### config.mk
export PLATFORM = sky130hd
export DESIGN_NAME = qvga_fb_arbiter
export DESIGN_NICKNAME = d
export VERILOG_FILES = /design/src/rtl/qvga_fb_arbiter.sv
export SDC_FILE = /design/constraint.sdc
export NUM_CORES = 1
export LEC_CHECK = 0
export ABC_AREA = 1
export CAP_MARGIN = 15
export CORE_MARGIN = 2
export CORE_UTILIZATION = 30
export CTS_BUF_LIST = sky130_fd_sc_hd__clkbuf_4 sky130_fd_sc_hd__clkbuf_8
export DETAILED_ROUTE_END_ITERATION = 6
export MAX_ROUTING_LAYER = met4
export PLACE_DENSITY = 0.49
export REMOVE_ABC_BUFFERS = 1
export SLEW_MARGIN = 20
export SYNTH_ARGS = -nofsm -noshare
export SYNTH_HDL_FRONTEND = slang
export SYNTH_SLANG_ARGS = --single-unit
### constraint.sdc
create_clock -name clk -period 4.9 [get_ports clk]
set_input_delay 0.98 -clock clk [delete_from_list [all_inputs] [get_ports clk]]
set_output_delay 0.98 -clock clk [all_outputs]
set_load 0.1 [all_outputs]
### src/rtl/qvga_fb_arbiter.sv
// qvga_fb_arbiter: shares one single-port 320x240x12 frame buffer between a
// display reader (strict priority) and a camera writer fed through a 4-entry
// write FIFO. Reads return rd_data two cycles after rd_req.
// Handshake: rd_req is sampled every cycle with no back-pressure; each cycle
// with rd_req=1 yields exactly one rd_valid=1 cycle two cycles later.
// Optional feature: define QVGA_FB_ARBITER_DROP_CNT_EN to add the drop_cnt
// output (saturating count of dropped camera pixels per frame).
module qvga_fb_arbiter (
    input  logic        clk,
    input  logic        reset_n,
    input  logic        cam_vsync,
    input  logic        cam_we,
    input  logic [11:0] cam_wdata,
    input  logic        rd_req,
    input  logic [16:0] rd_addr,
    output logic        rd_valid,
    output logic [11:0] rd_data,
    output logic        mem_en,
    output logic        mem_we,
    output logic [16:0] mem_addr,
    output logic [11:0] mem_wdata,
    input  logic [11:0] mem_rdata,
    output logic        wr_overflow,
    output logic        frame_done
`ifdef QVGA_FB_ARBITER_DROP_CNT_EN
    ,
    output logic [15:0] drop_cnt
`endif
);

    localparam logic [16:0] LAST_ADDR    = 17'd76799;
    localparam logic [16:0] FRAME_PIXELS = 17'd76800;

    typedef enum logic [1:0] {
        IDLE = 2'd0,
        RD   = 2'd1,
        WR   = 2'd2
    } state_e;

    state_e      state_q, state_d;

    logic        vsync_q;
    logic        vsync_rise;
    logic [16:0] cnt_q, cnt_d, cnt_base;
    logic        overflow_q, overflow_d;

    logic [16:0] fifo_addr_q [4];
    logic [11:0] fifo_data_q [4];
    logic [1:0]  wr_ptr_q, rd_ptr_q;
    logic [2:0]  count_q, count_d;
    logic        fifo_empty, fifo_full;
    logic        push, pop, drop;

    logic        mem_en_q, mem_we_q;
    logic [16:0] mem_addr_q;
    logic [11:0] mem_wdata_q;
    logic        frame_done_q;
    logic        rd_valid_q;

    assign vsync_rise = cam_vsync & ~vsync_q;
    assign fifo_empty = (count_q == 3'd0);
    assign fifo_full  = (count_q == 3'd4);

    // Grant decision, counter/overflow next state and FIFO push/pop qualifiers
    always_comb begin
        state_d = IDLE;
        if (rd_req) begin
            state_d = RD;
        end else if (!fifo_empty) begin
            state_d = WR;
        end
        pop = (state_d == WR);

        // A vsync edge restarts the frame before this cycle's pixel is numbered
        cnt_base = vsync_rise ? 17'd0 : cnt_q;
        // A full FIFO still accepts a pixel when the head leaves this cycle
        push = cam_we && (cnt_base < FRAME_PIXELS) && (!fifo_full || pop);
        drop = cam_we && !push;
        cnt_d = push ? (cnt_base + 17'd1) : cnt_base;

        overflow_d = overflow_q;
        if (vsync_rise) begin
            overflow_d = 1'b0;
        end
        if (drop) begin
            overflow_d = 1'b1;
        end

        count_d = count_q;
        case ({push, pop})
            2'b10:   count_d = count_q + 3'd1;
            2'b01:   count_d = count_q - 3'd1;
            default: count_d = count_q;
        endcase
    end

    // Vsync edge register, pixel counter, sticky overflow and FIFO pointers
    always_ff @(posedge clk or negedge reset_n) begin
        if (!reset_n) begin
            vsync_q    <= 1'b0;
            cnt_q      <= 17'd0;
            overflow_q <= 1'b0;
            wr_ptr_q   <= 2'd0;
            rd_ptr_q   <= 2'd0;
            count_q    <= 3'd0;
        end else begin
            vsync_q    <= cam_vsync;
            cnt_q      <= cnt_d;
            overflow_q <= overflow_d;
            count_q    <= count_d;
            if (push) begin
                wr_ptr_q <= wr_ptr_q + 2'd1;
            end
            if (pop) begin
                rd_ptr_q <= rd_ptr_q + 2'd1;
            end
        end
    end

    // FIFO storage; contents are meaningless unless covered by count_q
    always_ff @(posedge clk) begin
        if (push) begin
            fifo_addr_q[wr_ptr_q] <= cnt_base;
            fifo_data_q[wr_ptr_q] <= cam_wdata;
        end
    end

    // Grant FSM with registered memory-side outputs for the granted access
    always_ff @(posedge clk or negedge reset_n) begin
        if (!reset_n) begin
            state_q      <= IDLE;
            mem_en_q     <= 1'b0;
            mem_we_q     <= 1'b0;
            mem_addr_q   <= 17'd0;
            mem_wdata_q  <= 12'd0;
            frame_done_q <= 1'b0;
        end else begin
            state_q      <= state_d;
            frame_done_q <= 1'b0;
            case (state_d)
                RD: begin
                    mem_en_q    <= 1'b1;
                    mem_we_q    <= 1'b0;
                    mem_addr_q  <= rd_addr;
                    mem_wdata_q <= 12'd0;
                end
                WR: begin
                    mem_en_q     <= 1'b1;
                    mem_we_q     <= 1'b1;
                    mem_addr_q   <= fifo_addr_q[rd_ptr_q];
                    mem_wdata_q  <= fifo_data_q[rd_ptr_q];
                    frame_done_q <= (fifo_addr_q[rd_ptr_q] == LAST_ADDR);
                end
                default: begin
                    mem_en_q    <= 1'b0;
                    mem_we_q    <= 1'b0;
                    mem_addr_q  <= 17'd0;
                    mem_wdata_q <= 12'd0;
                end
            endcase
        end
    end

    // Read return: the RD cycle presents the address, memory answers one cycle later
    always_ff @(posedge clk or negedge reset_n) begin
        if (!reset_n) begin
            rd_valid_q <= 1'b0;
        end else begin
            rd_valid_q <= (state_q == RD);
        end
    end

    assign mem_en      = mem_en_q;
    assign mem_we      = mem_we_q;
    assign mem_addr    = mem_addr_q;
    assign mem_wdata   = mem_wdata_q;
    assign frame_done  = frame_done_q;
    assign wr_overflow = overflow_q;
    assign rd_valid    = rd_valid_q;
    assign rd_data     = rd_valid_q ? mem_rdata : 12'd0;

`ifdef QVGA_FB_ARBITER_DROP_CNT_EN
    logic [15:0] drop_cnt_q;

    // Saturating per-frame count of dropped pixels
    always_ff @(posedge clk or negedge reset_n) begin
        if (!reset_n) begin
            drop_cnt_q <= 16'd0;
        end else if (vsync_rise) begin
            drop_cnt_q <= drop ? 16'd1 : 16'd0;
        end else if (drop && (drop_cnt_q != 16'hFFFF)) begin
            drop_cnt_q <= drop_cnt_q + 16'd1;
        end
    end

    assign drop_cnt = drop_cnt_q;
`endif

endmodule

==> parameters.txt <==
Parameter                              Value

Run status
  Outcome ... complete, no violations

Power
  Gate power share ... 41.8%
  Leakage component of the power ... approximately 3.6 nW
  Pwr dens ... just under 600 nW/um2
  Net switching component of the power ... 2.38 mW
  Switch share ... 44.3%
  Cell internal pwr ... 2.98 mW
  Clock network fraction of design power ... 19.1%
  Worst vdd ir ... 0.371 mV
  Flop pwr share ... approximately 39%

Clocking
  Clock sink count ... between 150 and 200
  TritonCTS clock tree ... yes
  Root Buffer Master ... clkbuf_8
  Clock latency reported for the late side of the worst-skew pair ... roughly 0.46 ns
  Worst-path clk slew ... 0.09 ns
  Number of H-tree levels ... 4
  Buffers inserted by post-CTS timing repair ... 0
  Number of buffers created by CTS ... 17
  Hold-fix buffers, CTS ... 0
  Post-CTS Resized ... 0
  Bufs on Longest Clock Path ... 2

Floorplan
  Effective utilization at floorplan ... 30.4%
  Count of boundary I/O pins ... 92
  Die Wd ... 161 um
  Total Die Area ... around 26000 um2
  Die H ... approximately 160 um
  Row Count ... 57
  Core area ... 24200 um2

Detailed routing
  Number of antenna-violating nets in the routed design ... 0
  DRC violation total after the first TritonRoute iteration ... approximately 420
  Routed vias ... 4832
  Routed wirelength normalized by instance count ... about 16 um
  Number of design rule violations left after detail routing ... 0
  Number of detailed-routing iterations run before antenna repair ... 4
  Vias per Instance ... 4.49
  Overall routed net length ... 17.0 mm

Worst setup path
  Kind of capture point of the worst setup path ... primary output
  WP data required ... 3.92 ns
  Data arrival time of the critical path ... 2.71 ns
  FF-to-FF Start ... rd_ptr_q[0]
  Crit. Startpoint ... mem_rdata[8]
  Crit start category ... input pin
  Critical path peak fanout ... 1
  WS Path Type ... input pin to primary output

STA
  Maximum frequency from static timing analysis ... approximately 270 MHz
  Final-report max-slew violation count ... 0
  Actual transition at the worst max-transition pin ... roughly 0.99 ns
  Setup TNS Final ... 0 ns
  Worst slew margin relative to its limit ... 34.1%
  Clk_skew ... 0.0186 ns
  Tcrit/Tclk final ... about three quarters
  Setup violators final ... 0
  Final hold violation count ... 0
  Unrepaired setup endpoints after global routing ... no
  Min Clock Period, post-route ... 3.69 ns

Layout
  Reg area ... 5010 um2
  NumNets Final ... 791
  Area added between synthesis and finish ... 22.5%
  Fillcell total ... 2337
  Cell Count, Final, Fillers Out ... 1076
  Number of antenna cells inserted ... 0
  Area taken by multi-input logic gates ... 1990 um2
  Most common cell after layout, fill and taps aside ... edfxtp_1
  Fraction of layout cells with a size suffix above 1 ... between 10% and 20%
  Highest-count cells in the layout ignoring fill and taps ... 116 x edfxtp_1, 104 x nand2_1, 101 x nor2_1, 90 x clkdlybuf4s50_1, 60 x dfrtp_1

Place
  Final GP Congestion ... 0.814
  Half-perimeter wire length of the detailed placement result ... 11.0 mm
  Number of buffers added on ports ... 91
  Placed cell count ... 1044

Yosys
  Yosys synthesis warning count ... 0
  Total standard cell area after synthesis ... 7370 um2
  Post-Synthesis Cells ... 646
  #FFs+latches synth ... ~180
  Synthesized area divided by synthesized cell count ... 11.4 um2
  Count of unique library cells instantiated by Yosys ... 36
  Sequential element share of the synthesized area ... 68.0%

Global route
  Maximum number of pins on one net before global-route repair ... 60
  Number of global-route vias before repair ... 5000
  Remaining global-route overflow ... 0
  Wire length of the first global-routing pass ... 27.2 mm
  Antenna violations before repair ... 0
  Total routing resource utilization after global routing ... 14.2%

Flow run
  Count of max-cap constraint violations ... 0

Min path
  Beginning of the worst hold path ... state_q[1]
  Hold crit path type ... flip-flop to flip-flop
-- stage by stage --
step	utilization (%)	hold WS [ns]	total power, mW	area [um2]	worst slack, ns
final	37.2	0.415	5.36	9020	1.21
after global routing	37.2	0.440	5.68	9020	1.18
after CTS	37.2	0.413	5.43	9020	1.21
after detailed placement	35.5	0.399	4.40	8620	1.21
after global placement	35.5	0.380	4.37	8620	1.25
after floorplan	-	0.376	3.69	7210	1.70
-- logic make-up (layout without fill, tap and decap cells) --
kind of cell | Yosys count | count (layout) | synth area share, %
simple gates | 267 | 267 | 16.7
flops | 177 | 177 | 68.0
compound gates | 97 | 97 | 7.47
buf+inv | 86 | 192 | 5.08
xor+xnor | 13 | 13 | 1.65
fa+ha+maj | 6 | 6 | 1.12
-- worst paths after layout --
check,to,slack [ns],depth (start not counted)
max,rd_data[8],1.21,4
min,rd_valid,0.42,1
max reg2reg,frame_done,2.34,7
min reg2reg,rd_valid,0.42,1
max in group asynchronous,mem_addr[1],3.35,2
min in group asynchronous,mem_wdata[6],0.60,1
-- Yosys cell counts --
| cell type | count | area share (%) |
|---|---|---|
| edfxtp_1 | 116 | 47 |
| nor2_1 | 105 | 5.3 |
| nand2_1 | 104 | 5.3 |
| dfrtp_1 | 61 | 21 |
| o21ai_0 | 54 | 3.7 |
| inv_1 | 48 | 2.4 |
| nand3_1 | 23 | 1.6 |
| a21oi_1 | 13 | 0.88 |
| buf_2 | 13 | 0.88 |
| a22o_1 | 11 | 1.3 |
| inv_2 | 10 | 0.51 |
| o22ai_1 | 10 | 0.85 |
| xor2_1 | 9 | 1.1 |
| clkbuf_1 | 7 | 0.36 |
| nor2_4 | 7 | 1.1 |
| o21ai_1 | 6 | 0.41 |
| ha_1 | 5 | 0.85 |
| nand2_2 | 5 | 0.42 |
| nand4_1 | 5 | 0.42 |
| nor2_2 | 5 | 0.42 |
| nand2_4 | 4 | 0.61 |
| o22a_1 | 3 | 0.36 |
| xnor2_1 | 3 | 0.36 |
| buf_1 | 2 | 0.10 |
| buf_4 | 2 | 0.20 |
| buf_6 | 2 | 0.31 |
| nand3_4 | 2 | 0.48 |
| nor3_1 | 2 | 0.14 |
| nor3_2 | 2 | 0.27 |
| buf_8 | 1 | 0.20 |
| clkbuf_2 | 1 | 0.068 |
| fa_1 | 1 | 0.27 |
| nand3_2 | 1 | 0.14 |
| nor2_8 | 1 | 0.27 |
| nor3_4 | 1 | 0.22 |
| xnor2_2 | 1 | 0.22 |
-- per-layer routing --
| layer | up-vias | share of wire, % | global-route usage, % |
|---|---|---|---|
| li1 | 2345 | - | - |
| met1 | 2381 | 46 | 18.3 |
| met2 | 95 | 49 | 22.8 |
| met3 | 11 | 3.8 | 3.15 |
| met4 | 0 | 0.95 | 3.49 |
| met5 | - | 0 | - |
-- sequential cells by signal, indices dropped and copies added, names as in the netlist, 2 cells and up --
register,count
cnt_q,17
count_q,3
fifo_addr_q,68
fifo_data_q,48
mem_addr,17
mem_wdata,12
rd_ptr_q,2
state_q,2
wr_ptr_q,2
-- layout make-up --
class	count	share of cell area, %
Clock inverter	13	1.66
Clock buffer	19	2.83
Multi-Input combinational cell	383	22.1
Inverter	58	2.41
Sequential cell	177	55.5
Timing Repair Buffer	102	11.0
Tap cell	324	4.49
-- critical path, stage by stage --
cell and delay (ns):
clkdlybuf4s50_1 0.46, nand2_1 0.06, inv_1 0.07, clkdlybuf4s50_1 1.13
-- power groups by stage --
stage / registers, mW / logic, mW / clock network [mW]
after CTS: 2.10 / 2.27 / 1.05
after floorplan: 2.92 / 0.767 / 0
after global routing: 2.14 / 2.42 / 1.12
after global placement: 2.12 / 2.25 / 0
after detailed placement: 2.13 / 2.27 / 0
final: 2.10 / 2.24 / 1.02
No activity file was read; power rests on OpenSTA's default activity.
